**config.mk**
```make
export PLATFORM = sky130hd
export DESIGN_NAME = store_buffer_flat
export DESIGN_NICKNAME = d
export VERILOG_FILES = /design/src/rtl/store_buffer_pkg.sv /design/src/rtl/store_buffer_if.sv /design/src/rtl/store_buffer.sv /design/src/flat_wrapper.sv
export SDC_FILE = /design/constraint.sdc
export NUM_CORES = 1
export LEC_CHECK = 0
export ABC_CLOCK_PERIOD_IN_PS = 4850
export CORE_MARGIN = 2
export CORE_UTILIZATION = 40
export DETAILED_ROUTE_END_ITERATION = 16
export PLACE_DENSITY = 0.66
export SETUP_SLACK_MARGIN = 0.1
export SKIP_LAST_GASP = 1
export SLEW_MARGIN = 25
export SYNTH_ARGS = -nofsm -noshare
export SYNTH_HDL_FRONTEND = slang
export SYNTH_SLANG_ARGS = --single-unit
```
**constraint.sdc**
```tcl
create_clock -name clk -period 4.85 [get_ports clk]
set_input_delay 0.7275 -clock clk [delete_from_list [all_inputs] [get_ports clk]]
set_output_delay 0.7275 -clock clk [all_outputs]
set_load 0.01 [all_outputs]
```
**src/rtl/store_buffer_pkg.sv**
```systemverilog
// Shared types and defaults for the store buffer that sits between the CPU datapath
// and the word-indexed data memory.
package store_buffer_pkg;

  localparam int WORD_W       = 32;
  localparam int SB_ADDR_W    = 6;
  localparam int SB_DEPTH     = 4;
  localparam int SB_STALL_MAX = 8;

  typedef struct packed {
    logic [SB_ADDR_W-1:0] addr;
    logic [WORD_W-1:0]    data;
  } sb_entry_t;

endpackage

```
**src/rtl/store_buffer_if.sv**
```systemverilog
// CPU store/load handshakes plus the single data_memory port, bundled for the store buffer.
// The master side is the CPU/memory environment; the slave side is the store buffer.
interface store_buffer_if
  import store_buffer_pkg::*;
#(
  parameter int DEPTH = SB_DEPTH
);
  localparam int CNT_W = $clog2(DEPTH + 1);

  logic              st_valid;
  logic              st_ready;
  logic [WORD_W-1:0] st_addr;
  logic [WORD_W-1:0] st_data;
  logic              ld_valid;
  logic              ld_ready;
  logic [WORD_W-1:0] ld_addr;
  logic [WORD_W-1:0] ld_data;
  logic              mem_write_enable;
  logic [WORD_W-1:0] mem_address;
  logic [WORD_W-1:0] mem_write_data;
  logic [WORD_W-1:0] mem_read_data;
  logic              empty;
  logic [CNT_W-1:0]  count;

  modport master (
    output st_valid, st_addr, st_data, ld_valid, ld_addr, mem_read_data,
    input  st_ready, ld_ready, ld_data, mem_write_enable, mem_address,
           mem_write_data, empty, count
  );

  modport slave (
    input  st_valid, st_addr, st_data, ld_valid, ld_addr, mem_read_data,
    output st_ready, ld_ready, ld_data, mem_write_enable, mem_address,
           mem_write_data, empty, count
  );

endinterface

```
**src/rtl/store_buffer.sv**
```systemverilog
// Word-granular store buffer: queues CPU stores, drains one per idle memory-port cycle,
// and forwards the youngest buffered word to loads that hit it.
module store_buffer
  import store_buffer_pkg::*;
#(
  parameter int DEPTH     = SB_DEPTH,
  parameter int ADDR_W    = SB_ADDR_W,
  parameter int STALL_MAX = SB_STALL_MAX
) (
  input logic           clk,
  input logic           rst_n,
  store_buffer_if.slave bus
);

  localparam int PTR_W = $clog2(DEPTH);
  localparam int CNT_W = $clog2(DEPTH + 1);
  localparam int STL_W = $clog2(STALL_MAX + 1);
  localparam logic [CNT_W-1:0] FULL_CNT   = CNT_W'(DEPTH);
  localparam logic [STL_W-1:0] STALL_LAST = STL_W'(STALL_MAX - 1);

  logic [ADDR_W-1:0] r_addr [DEPTH];
  logic [WORD_W-1:0] r_data [DEPTH];
  logic [PTR_W-1:0]  r_wr_ptr;
  logic [PTR_W-1:0]  r_rd_ptr;
  logic [CNT_W-1:0]  r_count;
  logic [STL_W-1:0]  r_stall_cnt;

  logic              w_full;
  logic              w_empty;
  logic              w_force;
  logic              w_ld_take;
  logic              w_push;
  logic              w_pop;
  logic [DEPTH-1:0]  w_hit;
  logic [WORD_W-1:0] w_slot_data [DEPTH];
  logic              w_fwd_hit;
  logic [WORD_W-1:0] w_fwd_data;

  assign w_full    = (r_count == FULL_CNT);
  assign w_empty   = (r_count == '0);
  assign w_force   = (r_stall_cnt == STALL_LAST);
  assign w_ld_take = bus.ld_valid && !w_force;
  assign w_push    = bus.st_valid && !w_full;
  // Memory writes are suppressed while reset is held so a mid-drain reset commits nothing.
  assign w_pop     = rst_n && !w_ld_take && !w_empty;

  // Slot gi is the gi-th oldest live entry; later slots are younger.
  for (genvar gi = 0; gi < DEPTH; gi++) begin : g_slot
    logic [PTR_W-1:0] w_idx;
    assign w_idx            = r_rd_ptr + PTR_W'(gi);
    assign w_hit[gi]        = (CNT_W'(gi) < r_count) &&
                              (r_addr[w_idx] == bus.ld_addr[ADDR_W-1:0]);
    assign w_slot_data[gi]  = r_data[w_idx];
  end

  always_comb begin
    w_fwd_hit  = 1'b0;
    w_fwd_data = '0;
    for (int i = 0; i < DEPTH; i++) begin
      if (w_hit[i]) begin
        w_fwd_hit  = 1'b1;
        w_fwd_data = w_slot_data[i];
      end
    end
  end

  assign bus.st_ready         = !w_full;
  assign bus.ld_ready         = !w_force;
  assign bus.empty            = w_empty;
  assign bus.count            = r_count;
  assign bus.mem_write_enable = w_pop;
  assign bus.mem_address      = w_pop ? {{(WORD_W-ADDR_W){1'b0}}, r_addr[r_rd_ptr]}
                                      : bus.ld_addr;
  assign bus.mem_write_data   = r_data[r_rd_ptr];
  assign bus.ld_data          = w_fwd_hit ? w_fwd_data : bus.mem_read_data;

  always_ff @(posedge clk) begin
    if (!rst_n) begin
      r_wr_ptr    <= '0;
      r_rd_ptr    <= '0;
      r_count     <= '0;
      r_stall_cnt <= '0;
    end else begin
      if (w_push) r_wr_ptr <= r_wr_ptr + PTR_W'(1);
      if (w_pop)  r_rd_ptr <= r_rd_ptr + PTR_W'(1);
      case ({w_push, w_pop})
        2'b10:   r_count <= r_count + CNT_W'(1);
        2'b01:   r_count <= r_count - CNT_W'(1);
        default: r_count <= r_count;
      endcase
      if (w_force)
        r_stall_cnt <= '0;
      else if (w_full && bus.ld_valid)
        r_stall_cnt <= r_stall_cnt + STL_W'(1);
      else
        r_stall_cnt <= '0;
    end
  end

  // Entry storage carries no reset; only the pointers define which slots are live.
  always_ff @(posedge clk) begin
    if (w_push) begin
      r_addr[r_wr_ptr] <= bus.st_addr[ADDR_W-1:0];
      r_data[r_wr_ptr] <= bus.st_data;
    end
  end

endmodule
```
**src/flat_wrapper.sv**
```systemverilog
// flat-port wrapper written by rule: the top's interface ports become plain ports
module store_buffer_flat import store_buffer_pkg::*;
#(
  parameter int DEPTH     = SB_DEPTH,
  parameter int ADDR_W    = SB_ADDR_W,
  parameter int STALL_MAX = SB_STALL_MAX
)
  (clk, rst_n, bus_st_valid, bus_st_addr, bus_st_data, bus_ld_valid, bus_ld_addr, bus_mem_read_data, bus_st_ready, bus_ld_ready, bus_ld_data, bus_mem_write_enable, bus_mem_address, bus_mem_write_data, bus_empty, bus_count);
  store_buffer_if #(.DEPTH(DEPTH)) bus_i ();
  input logic clk;
  input logic rst_n;
  input wire logic [$bits(bus_i.st_valid)-1:0] bus_st_valid;
  input wire logic [$bits(bus_i.st_addr)-1:0] bus_st_addr;
  input wire logic [$bits(bus_i.st_data)-1:0] bus_st_data;
  input wire logic [$bits(bus_i.ld_valid)-1:0] bus_ld_valid;
  input wire logic [$bits(bus_i.ld_addr)-1:0] bus_ld_addr;
  input wire logic [$bits(bus_i.mem_read_data)-1:0] bus_mem_read_data;
  output wire logic [$bits(bus_i.st_ready)-1:0] bus_st_ready;
  output wire logic [$bits(bus_i.ld_ready)-1:0] bus_ld_ready;
  output wire logic [$bits(bus_i.ld_data)-1:0] bus_ld_data;
  output wire logic [$bits(bus_i.mem_write_enable)-1:0] bus_mem_write_enable;
  output wire logic [$bits(bus_i.mem_address)-1:0] bus_mem_address;
  output wire logic [$bits(bus_i.mem_write_data)-1:0] bus_mem_write_data;
  output wire logic [$bits(bus_i.empty)-1:0] bus_empty;
  output wire logic [$bits(bus_i.count)-1:0] bus_count;
  assign bus_i.st_valid = bus_st_valid;
  assign bus_i.st_addr = bus_st_addr;
  assign bus_i.st_data = bus_st_data;
  assign bus_i.ld_valid = bus_ld_valid;
  assign bus_i.ld_addr = bus_ld_addr;
  assign bus_i.mem_read_data = bus_mem_read_data;
  assign bus_st_ready = bus_i.st_ready;
  assign bus_ld_ready = bus_i.ld_ready;
  assign bus_ld_data = bus_i.ld_data;
  assign bus_mem_write_enable = bus_i.mem_write_enable;
  assign bus_mem_address = bus_i.mem_address;
  assign bus_mem_write_data = bus_i.mem_write_data;
  assign bus_empty = bus_i.empty;
  assign bus_count = bus_i.count;
  store_buffer #(.DEPTH(DEPTH), .ADDR_W(ADDR_W), .STALL_MAX(STALL_MAX)) u_core (.clk(clk), .rst_n(rst_n), .bus(bus_i));
endmodule
```
## Word level (Yosys, flattened, before mapping)

Memories as Yosys holds them, arrays and structs flattened. A register that Yosys moved wholly into a read port is not among the register bits.
Cells that the tools add are included.

| word-level totals | value |
|---|---|
| memories kept | 2 |
| word-level logic and storage cells | 60 |
| register bits after elaboration | 11 |
| output and inout port bits | 103 |
| RAM bits | 152 |

Memory list:

| memory | depth | bits a word | rd ports | clocked after Yosys merged registers in | wr ports | line | RTL |
|---|---|---|---|---|---|---|---|
| u_core.r_data | 4 | 32 | 4 | 1 | 1 | store_buffer.sv:22 | `logic [WORD_W-1:0] r_data [DEPTH];` |
| u_core.r_addr | 4 | 6 | 4 | 1 | 1 | store_buffer.sv:21 | `logic [ADDR_W-1:0] r_addr [DEPTH];` |

| operators by class | value |
|---|---|
| muxes and demuxes | 17 |
| reduce and logical (&&, ||, !) cells | 16 |
| equal/unequal tests | 8 |
| $add $sub $neg | 7 |
| bitwise logic cells | 2 |
| order comparisons | 4 |

Operator list:

| operator | number |
|---|---|
| 32-bit two-way mux | 6 |
| 6-bit == test | 4 |
| 1-bit logical AND | 9 |
| 2-bit two-way mux | 4 |
| 1-bit by 3-bit < comparator with 1-bit output (first input constant) | 2 |
| 2-bit by 3-bit < comparator with 1-bit output (first input constant) | 2 |
| 1-bit two-way mux | 6 |
| 3-bit case mux with 2 select lines | 1 |
| 2-bit by 1-bit adder with 2-bit output (second input constant) | 2 |
| 2-bit adder (second input constant) | 2 |
| 4-bit by 1-bit adder with 4-bit output (second input constant) | 1 |
| 4-bit by 3-bit == test with 1-bit output (second input constant) | 1 |
| 1-bit zero test | 4 |
| 3-bit by 1-bit adder with 3-bit output (second input constant) | 1 |
| 3-bit == test (second input constant) | 1 |
| 3-bit zero test | 1 |
| 3-bit OR reduction | 1 |
| 3-bit by 1-bit subtractor with 3-bit output (second input constant) | 1 |
| 2-bit by 1-bit == test with 1-bit output (second input constant) | 1 |
| 2-bit == test (second input constant) | 1 |
| 1-bit inverter | 2 |
| 2-bit nonzero test | 1 |

## Longest topological paths before layout

| logic depth | value |
|---|---|
| word-level depth | 8 |
| gate-level depth with buffers | 11 |

## Worst setup path before layout

OpenSTA, ideal clock, no wires.

| timing path | value |
|---|---|
| kind | input -> output |
| from | input port bus_ld_addr[0] |
| to | output port bus_ld_data[11] |
| arrival time | 2,393 ps |
| stages | 8 |
| required time | 4,123 ps |
| path slack | 1,730 ps |
| cell sequence | clkbuf_1 > xnor2_1 > nor3_1 > o221ai_2 > clkbuf_1 > o31ai_1 > o21ai_0 > a31oi_1 |

| on the way | value |
|---|---|
| longest elaborated chain between the ends | 7 |
| elaborated cells on any way between the ends | 17 |
| those cells by class | 4 x eq/ne; 9 x mux; 4 x reduce/logical |

Ends and longest elaborated chain:

| item | line | RTL |
|---|---|---|
| start, declared | flat_wrapper.sv:16 | `input wire logic [$bits(bus_i.ld_addr)-1:0] bus_ld_addr;` |
| 6-bit == test | store_buffer.sv:52 | `(r_addr[w_idx] == bus.ld_addr[ADDR_W-1:0]);` |
| 1-bit logical AND | store_buffer.sv:51 | `assign w_hit[gi] = (CNT_W'(gi) < r_count) &&` |
| 32-bit two-way mux / 1-bit two-way mux (equally long branches) (4 in a row) | store_buffer.sv:60 | `if (w_hit[i]) begin` |
| 32-bit two-way mux (*) | store_buffer.sv:75 | `assign bus.ld_data = w_fwd_hit ? w_fwd_data : bus.mem_read_data;` |
| end, declared | flat_wrapper.sv:20 | `output wire logic [$bits(bus_i.ld_data)-1:0] bus_ld_data;` |

Mark *: on every way between the ends. The rest lies on a longest branch, timed or not.

## Final worst setup path

| timing path | value |
|---|---|
| from | register u_core.r_rd_ptr[0] |
| to | output port bus_ld_data[7] |

| on the way | value |
|---|---|
| longest elaborated chain between the ends | 8 |
| elaborated cells on any way between the ends | 18 |
| those cells by class | 3 x add/sub; 3 x eq/ne; 7 x mux; 3 x reduce/logical; 2 x memory |

Ends and longest elaborated chain:

| item | line | RTL |
|---|---|---|
| start, declared | store_buffer.sv:24 | `logic [PTR_W-1:0] r_rd_ptr;` |
| start signal, assigned | store_buffer.sv:85 | `if (w_pop) r_rd_ptr <= r_rd_ptr + PTR_W'(1);` |
| 2-bit by 1-bit adder with 2-bit output | store_buffer.sv:50 | `assign w_idx = r_rd_ptr + PTR_W'(gi);` |
| memory 4 x 6 bit | n/a |  |
| 6-bit == test | store_buffer.sv:52 |  |
| 1-bit logical AND | store_buffer.sv:51 |  |
| 32-bit two-way mux / 1-bit two-way mux (equally long branches) (3 in a row) | store_buffer.sv:60 |  |
| 32-bit two-way mux (*) | store_buffer.sv:75 |  |

Marks and branches as above.

==> results.yml <==
floorplanning:
  dieArea_um2: 28500
  io_pins: 235
  initial_utilization: 0.406
  rows: 60
  design.core.area_um2: 26800
  die_height_um: 169
  floorplan.die.width_um: 169
layout:
  syn2layout_area_growth_pct: 29.1
  layout_fillers: 2297
  final_net_count: 1235
  layout_cells_sized_above_1: 0.203
hold_path:
  holdCritPathClass: "reg2reg"
worst_setup_path:
  max_stage_delay_ns: 0.60
  worstPathArrival_ns: 3.85
  crit_slowest_cell: "clkdlybuf4s50_1"
  rrSetupSlack_ns: 2.04
  crit_chain: "buf_12, mux4_2, xnor2_1, nand4_1, or3_2, buf_4, a31o_2, a31oi_1, clkdlybuf4s50_1"
  timing_worst_setup_path_type: "reg2out"
  crit_required_ns: 4.12
  timing.critical_path.from_type: "flip-flop"
  cp-end-kind: "output pin"
  critPathBufInv: 3
  critical_path_peak_fanout: 27
  worst_path_dominant_cell_family: "buffers and inverters"
timing:
  finalWorstPathRequiredPeriod_ns: 4.58
  setup_viol: 0
  final.setup_skew_ns: 0.0101
  slew_viol_final: 0
  hold_viol_final: 0
  final.hold.worst_slack_ns: 0.459
  period_share: 0.944
  setup_repair_after_global_routing_missed_its_margin: "no"
  totalNegativeSetupSlack_ns: 0
  fmax_mhz: 218
  worst_pin_slew_ns: 0.849
  max_slew_margin: 0.434
pwr:
  power.static_leakage_nw: 4.43
  power.density_nw_per_um2: 308
  max-vdd-ir-drop_v: 0.000231
logic_synthesis:
  synth_nets: 1047
  synthTopCellsByCount: "edfxtp_1 (152), mux4_2 (84), nor2_1 (76)"
  postSynthAreaPerCell_um2: 12.0
  number_of_distinct_library_cells_after_synthesis: 47
  synth_largest_type_area_fraction: 0.420
  yosysSeqAreaShare: 0.444
  synth.largest_area_cell: "edfxtp_1"
  post_synth_instance_area_um2: 10900
  number_of_synthesized_register_bits: 165
  synth_enable_flop_cells: 152
  synth_top_cells_by_area: "edfxtp_1 (42%), mux4_2 (17%), mux2_2 (3.9%), mux2i_1 (3.6%), a21oi_1 (3.0%)"
  synth.most_common_cell: "edfxtp_1"
  ys.flop_type: "edfxtp_1"
  postSynthCellCount: 905
  synth-warning-count: 0
  async_flop_share: 0
job:
  cap_viol_max_count: 0
placement:
  buffer_ports.inserted: 208
  hpwl_mm: 20.9
  place.gp.congestion: 0.804
clock_tree:
  worstSkewPairLatency_ns: 0.44
  clock_path_buffers: 2
  cts.reportedPaths.clkPinSlew_ns: 0.07
  cts-root-buf: "clkbuf_16"
  numCtsBuffers: 17
  post_cts_hold_buffer_count: 0
  clock_sinks: 165
  tritoncts: "built"
  clock_tree.htree_level_count: 4
global_routing:
  grt_pass1_wl_mm: 47.9
  antenna_found_initial: 5
  global_route.overflow_total: 0
  via_count_of_the_first_global_routing_pass: 8528
  grt_max_degree: 107
  grt_use_total: 0.219
run_status:
  outcome: "complete, no violations"
detailed_routing:
  drtIter0Drc: 688
  drtPass1Iterations: 5
  drt-total-wl_mm: 31.2
  postRouteAntennaNets: 0
  drc_errors_left: 0
  post_drt_wl_per_cell_um: 21.5
  drt-vias-per-instance: 5.90
  num_vias: 8560
[per-stage QoR]
| stage | instance area (um^2) | util | setup WS [ns] | std cells | power (mW) |
|---|---|---|---|---|---|
| global placement | 13300 | 0.498 | 0.361 | 1404 | 3.02 |
| global route | 14000 | 0.524 | 0.106 | 1451 | 4.50 |
| CTS | 13900 | 0.519 | 0.107 | 1436 | 4.31 |
| floorplan | 10900 | - | 1.73 | 905 | 2.48 |
| detailed placement | 13300 | 0.498 | 0.314 | 1404 | 3.04 |
| finish | 14000 | 0.524 | 0.272 | 1451 | 4.33 |
[kinds of logic after synthesis]
group           after synthesis  synth area share
compound gates              236             0.139
simple gates                204            0.0888
flops                       165             0.444
mux                         161             0.249
buf+inv                      97            0.0419
xor+xnor                     32            0.0258
fa+ha+maj                    10            0.0115
[worst register-to-register path, cell delays in order, from the launching register on]
cell      delay, ns
dfxtp_1        0.52
inv_1          0.13
ha_1           0.24
nor2b_1        0.17
a211oi_4       0.64
buf_4          0.26
ha_1           0.29
or3_1          0.36
a21oi_1        0.13
[area by class of cell]
| cell class | count | area [um^2] | area share |
|---|---|---|---|
| tap | 341 | 427 | 0.0304 |
| antenna | 4 | 10.0 | 0.000713 |
| inverter | 8 | 30.0 | 0.00214 |
| multi-input combinational | 643 | 5650 | 0.403 |
| clock inverter | 15 | 133 | 0.00945 |
| timing repair buffer | 258 | 2520 | 0.180 |
| sequential | 165 | 4840 | 0.345 |
| clock buffer | 17 | 425 | 0.0303 |
[registers in the layout, indices dropped and copies added, names as in the netlist, named ones only]
signal / count
u_core.bus.count: 3
u_core.r_addr: 24
u_core.r_data: 128
u_core.r_rd_ptr: 2
u_core.r_stall_cnt: 4
u_core.r_wr_ptr: 2
[layer usage]
| layer | share of wire | global-route usage | wire, um | vias up |
|---|---|---|---|---|
| met3 | 0.060 | 0.0447 | 1890 | 38 |
| met1 | 0.42 | 0.281 | 13100 | 4291 |
| li1 | - | - | - | 3925 |
| met4 | 0.014 | 0.0828 | 448 | 2 |
| met5 | 0.00042 | 0 | 13 | - |
| met2 | 0.51 | 0.367 | 15800 | 304 |
[cells in the final DEF (no fill, tap or decap), types with 33 or more instances in the layout]
master and instances:
a21oi_1 65, buf_4 42, clkdlybuf4s50_1 208, edfxtp_1 152
mux2_2 38, mux2i_1 39, mux4_2 84, nand2_1 43
nand3_1 33, nor2_1 75
[path summary, 6_finish.rpt]
kind                                                        from                               end  depth (start not counted)
worst min-delay path            u_core.r_stall_cnt[0]$_SDFF_PP0_  u_core.r_stall_cnt[0]$_SDFF_PP0_                          1
worst min register to register  u_core.r_stall_cnt[0]$_SDFF_PP0_  u_core.r_stall_cnt[0]$_SDFF_PP0_                          1
worst max register to register  u_core.bus.count[0]$_SDFFE_PN0P_  u_core.bus.count[2]$_SDFFE_PN0P_                          8
worst max-delay path             u_core.r_rd_ptr[0]$_SDFFE_PN0P_                    bus_ld_data[7]                          9
[power by group]
| group | internal, mW | switching [mW] |
|---|---|---|
| logic | 0.668 | 0.644 |
| registers | 1.65 | 0.0777 |
| clock network | 0.708 | 0.577 |
[repair_timing]
item,4_1_cts,5_1_grt
gates resized for setup,0,4
endpoints found under the setup margin,0,32
buffers inserted,0,11
Power figures use the tool's default switching activity.
